`src/rtl/conv_window_addr_gen.sv`:
```
// Sweeps conv-window origins (row, col) over an IMG_H x IMG_W map in raster order
// and streams the flat origin address downstream over a valid/ready handshake.
module conv_window_addr_gen #(
    parameter int IMG_W  = 8,
    parameter int IMG_H  = 8,
    parameter int K      = 3,
    parameter int STRIDE = 1,
    parameter int ADDR_W = 8,
    parameter int CRD_W  = 4
) (
    input  logic              clk,
    input  logic              rst_n,
    input  logic              start,
    input  logic              addr_ready,
    output logic              addr_valid,
    output logic [ADDR_W-1:0] addr,
    output logic [CRD_W-1:0]  row,
    output logic [CRD_W-1:0]  col,
    output logic              last,
    output logic              busy,
    output logic              done
);

    // Handshake: a window transfers on a rising edge where addr_valid & addr_ready;
    // while valid is high and ready low, addr/row/col/last stay frozen.
    typedef enum logic [1:0] {
        IDLE = 2'd0,
        RUN  = 2'd1,
        DONE = 2'd2
    } state_t;

    localparam logic [31:0] MAX_ROW = 32'(IMG_H - K);
    localparam logic [31:0] MAX_COL = 32'(IMG_W - K);
    localparam logic [31:0] STEP    = 32'(STRIDE);

    state_t      state;
    state_t      state_nxt;
    logic [31:0] row_step;
    logic [31:0] col_step;
    logic        row_end;
    logic        col_end;
    logic        xfer;

    // Lookahead in 32 bits so the step can never wrap before the bound compare.
    always_comb begin
        row_step = 32'(row) + STEP;
        col_step = 32'(col) + STEP;
        row_end  = row_step > MAX_ROW;
        col_end  = col_step > MAX_COL;
    end

    always_ff @(posedge clk or negedge rst_n) begin
        if (!rst_n) begin
            state <= IDLE;
        end else begin
            state <= state_nxt;
        end
    end

    always_comb begin
        state_nxt = state;
        case (state)
            IDLE:    if (start) state_nxt = RUN;
            RUN:     if (xfer && last) state_nxt = DONE;
            DONE:    state_nxt = IDLE;
            default: state_nxt = IDLE;
        endcase
    end

    always_comb begin
        addr_valid = (state == RUN);
        busy       = (state != IDLE);
        done       = (state == DONE);
        last       = addr_valid & row_end & col_end;
        xfer       = addr_valid & addr_ready;
        addr       = ADDR_W'(row) * ADDR_W'(IMG_W) + ADDR_W'(col);
    end

    // Origins return to 0 after the final window so an idle block presents addr 0.
    always_ff @(posedge clk or negedge rst_n) begin
        if (!rst_n) begin
            row <= '0;
            col <= '0;
        end else if (state == IDLE && start) begin
            row <= '0;
            col <= '0;
        end else if (xfer) begin
            if (last) begin
                row <= '0;
                col <= '0;
            end else if (col_end) begin
                col <= '0;
                row <= row_step[CRD_W-1:0];
            end else begin
                col <= col_step[CRD_W-1:0];
            end
        end
    end

endmodule

```
`config.mk`:
```
export PLATFORM = sky130hd
export DESIGN_NAME = conv_window_addr_gen
export DESIGN_NICKNAME = d
export VERILOG_FILES = /design/src/rtl/conv_window_addr_gen.sv
export SDC_FILE = /design/constraint.sdc
export NUM_CORES = 1
export LEC_CHECK = 0
export CAP_MARGIN = 25
export CORE_MARGIN = 2
export CORE_UTILIZATION = 40
export DETAILED_ROUTE_END_ITERATION = 10
export PLACE_DENSITY = 0.79
export SYNTH_ARGS = -nofsm -noshare
export SYNTH_HDL_FRONTEND = slang
export SYNTH_SLANG_ARGS = --single-unit
```
`constraint.sdc`:
```
create_clock -name clk -period 3.9 [get_ports clk]
set_clock_uncertainty 0.2 [all_clocks]
set_input_delay 0.78 -clock clk [delete_from_list [all_inputs] [get_ports clk]]
set_output_delay 0.78 -clock clk [all_outputs]
set_load 0.005 [all_outputs]
```
==> PnR_summary.wiki <==
{| class="wikitable"
! Metric !! Value
|-
| DIE WIDTH || 46.8 um
|-
| Number of CTS-inserted buffers || 3
|-
| Leading cell type in the layout, fill and taps excluded || sky130_fd_sc_hd__clkdlybuf4s50_1
|-
| XOR/XNOR Fraction of Synth Area || 0.0478
|-
| Relative max-transition margin || 0.555
|-
| Worst Hold Slack || 391 ps
|-
| Number of standard-cell rows in the floorplan || 15
|-
| Die Outline Area || 2190 um^2
|-
| Synthesized-area fraction occupied by and/or/nand/nor cells || 0.230
|-
| Transition time at the pin with the least slew margin || 665 ps
|-
| Total clock sinks || 10
|-
| Quantity of hold-fixing buffers added after cts || 0
|-
| Final instance area || 997 um^2
|-
| Cell area after placement || 961 um^2
|-
| Leading cell types in the layout, fill and taps excluded || 23 x sky130_fd_sc_hd__clkdlybuf4s50_1, 10 x sky130_fd_sc_hd__dfrtp_1, 6 x sky130_fd_sc_hd__inv_1, 6 x sky130_fd_sc_hd__nor2_1, 6 x sky130_fd_sc_hd__ha_1
|-
| CP endpoint kind || output port
|-
| Filler cell count || 160
|-
| Utilization after layout || 0.578
|-
| Setup slack of the most critical reg-to-reg path || 1480 ps
|-
| Initial antenna violation count || 0
|-
| Status || completed
|-
| Area share of fa/ha/maj cells after synthesis || 0.102
|-
| Arrival @ worst endpoint || 2540 ps
|-
| Worst setup margin || 376 ps
|-
| Final HPWL DP || 1140 um
|-
| Number of cells on the worst reg-to-reg path || 6
|-
| Average vias per placed instance || 4.98
|-
| Number of iterations in the first detailed-routing pass || 4
|-
| Post-synthesis sequential area ratio || 0.341
|-
| P per Cell Area || 694 nW/um^2
|-
| Cell chosen for the clock root || sky130_fd_sc_hd__clkbuf_4
|-
| I/O pin count || 24
|-
| Worst-path maximum fanout || 6
|-
| Wire length of the first global-routing pass || 2500 um
|-
| Number of setup buffers added after CTS || 0
|-
| Diode insertion count for antenna repair || 0
|-
| # DRC || 0
|-
| Leakage || 0.489 nW
|-
| Type of origin of the critical path || flip-flop
|-
| Data required, critical path || 2920 ps
|-
| Core area || 1730 um^2
|-
| Maximum achievable frequency || 284 MHz
|-
| Clock buffer depth || 2
|-
| Total standard cell area after synthesis || 733 um^2
|-
| IO Port Bufs || 23
|-
| IR Drop Worst-Case VDD || 349 uV
|-
| Layout Nets || 109
|-
| Chip Height || 46.8 um
|-
| Flip-flop and latch area || 250 um^2
|-
| Cells taking the most area after synthesis || sky130_fd_sc_hd__dfrtp_1 34%, sky130_fd_sc_hd__ha_1 10%, sky130_fd_sc_hd__a221oi_4 3.6%, sky130_fd_sc_hd__and2b_2 3.6%, sky130_fd_sc_hd__buf_4 3.1%
|-
| Final number of hold-violating endpoints || 0
|-
| Number of violations reported at the end of detailed-routing iteration 0 || 7
|-
| Unrepaired setup endpoints after global routing || no
|-
| Clk_lat worst skew || 270 ps
|-
| Number of cells produced by synthesis || 75
|-
| Post-route insts no fill || 123
|-
| Fraction of final layout cells sized beyond drive strength 1 || 0.143
|-
| Share of synthesized area spent on multiplexers || 0.0273
|-
| Worst flop-to-flop path endpoint || row[2]
|-
| Clock period minus worst slack || 3520 ps
|-
| # placed instances || 119
|-
| TritonCTS clock tree || yes
|-
| Number of global-route vias before repair || 583
|-
| Post-CTS resize count || 0
|-
| Setup TNS || 0 ps
|-
| Maximum number of pins on one net before global-route repair || 11
|-
| Power, Total || 0.692 mW
|-
| Per-instance average area after synthesis || 9.78 um^2
|-
| Setup slack at placement || 661 ps
|-
| Via Count || 613
|-
| Top cell type by total area after synthesis || sky130_fd_sc_hd__dfrtp_1
|-
| Clock-pin slew on the worst setup and hold paths || 80 ps
|-
| Largest family of logic cells by synthesized area || simple AND/OR/NAND/NOR gates
|-
| Startpoint of the lowest-slack hold path || col[3]
|-
| End point of the most critical hold path || col[3]
|-
| Yosys warning count || 0
|-
| Initial cell density of the core || 0.425
|-
| Layout Area Growth over Synthesis || 36.0%
|-
| Count of cell types in the netlist || 31
|-
| Average wire per standard cell || 12.7 um
|-
| Net count after synthesis || 85
|-
| Routability congestion estimate from global placement || 0.810
|-
| H-tree depth || 1
|-
| Routed Wire Length || 1570 um
|-
| Instance count along the most critical hold path || 1
|-
| Max-cap violations || 0
|-
| Number of nets with antenna violations after detailed routing || 0
|-
| Type of the worst setup path || flip-flop to output port
|-
| Global-route congestion overflow total || 0
|-
| Complex-gate fraction of the synthesized area || 0.174
|-
| Crit share post-route || 0.904
|-
| Start of the worst register-to-register path || col[0]
|-
| Max-slew violation count || 0
|-
| Hold WC Path Type || flip-flop to flip-flop
|-
| Multi-input gate area in the final layout || 427 um^2
|-
| Total of endpoints with negative setup slack in the final report || 0
|-
| Total of flip-flops plus latches after synthesis || 10
|-
| Fraction of synthesized cell area taken by the top area cell type || 0.341
|-
| All-layer global routing usage || 0.162
|}
-- registers in the layout, summed over array words and instances, names as in the netlist --
| signal | cells |
|---|---|
| col | 4 |
| row | 4 |
| state | 2 |
-- critical path, stage by stage (launching register included) --
cell and delay [ps]:
sky130_fd_sc_hd__dfrtp_1 430, sky130_fd_sc_hd__inv_1 100, sky130_fd_sc_hd__ha_1 300, sky130_fd_sc_hd__and2b_2 210, sky130_fd_sc_hd__o31a_1 320, sky130_fd_sc_hd__a221oi_4 370, sky130_fd_sc_hd__clkdlybuf4s50_1 560
-- cells in the mapped netlist, drive strengths merged --
cell type	count
buf	4
a32o	1
mux2i	2
or2b	1
xor2	2
a21oi	2
nand2	4
or2	1
nand4b	1
a221oi	1
and3	2
o21ai	2
nor2b	3
inv	6
o221ai	1
nor2	7
a22o	2
xnor2	2
a31oi	1
and2b	3
a31o	1
dfrtp	10
and2	3
o31a	1
o31ai	2
ha	6
nand3	4
-- per-layer routing --
| metal | part of all wire | global-route usage | wire [um] |
|---|---|---|---|
| met1 | 0.47 | 0.210 | 734 |
| met2 | 0.48 | 0.263 | 758 |
| met3 | 0.042 | 0.0462 | 66 |
| met4 | 0.0038 | 0.0500 | 6 |
| met5 | 0 | 0 | 0 |
-- power by group --
part / internal [mW] / switching [mW] / total [mW]
clock: 0.0567 / 0.0410 / 0.0977
combinational: 0.227 / 0.170 / 0.398
sequential: 0.138 / 0.0585 / 0.197
total: 0.423 / 0.270 / 0.692
-- cells by family after synthesis --
kind of cell	count (synthesis)
and+or+nand+nor	29
AOI/OAI and AO/OA	14
buffers and inverters	10
DFF	10
adders and majority gates	6
xor gates and xnor gates	4
muxes	2
-- worst max path at each step --
stage	start	to	slack, ps
after CTS	row[0]	last	350
after detailed placement	row[0]	last	660
after global routing	row[0]	last	220
after floorplan	row[0]	last	1290
final	row[0]	last	380
after global placement	row[0]	last	690
-- cell type report --
class | count | area share
clock buffers | 4 | 0.0364
flip-flops and latches | 10 | 0.251
repair buffers | 23 | 0.231
inverters | 6 | 0.0226
multi-input cells | 55 | 0.428
well taps | 25 | 0.0314
(Power assumes the default switching activity.)
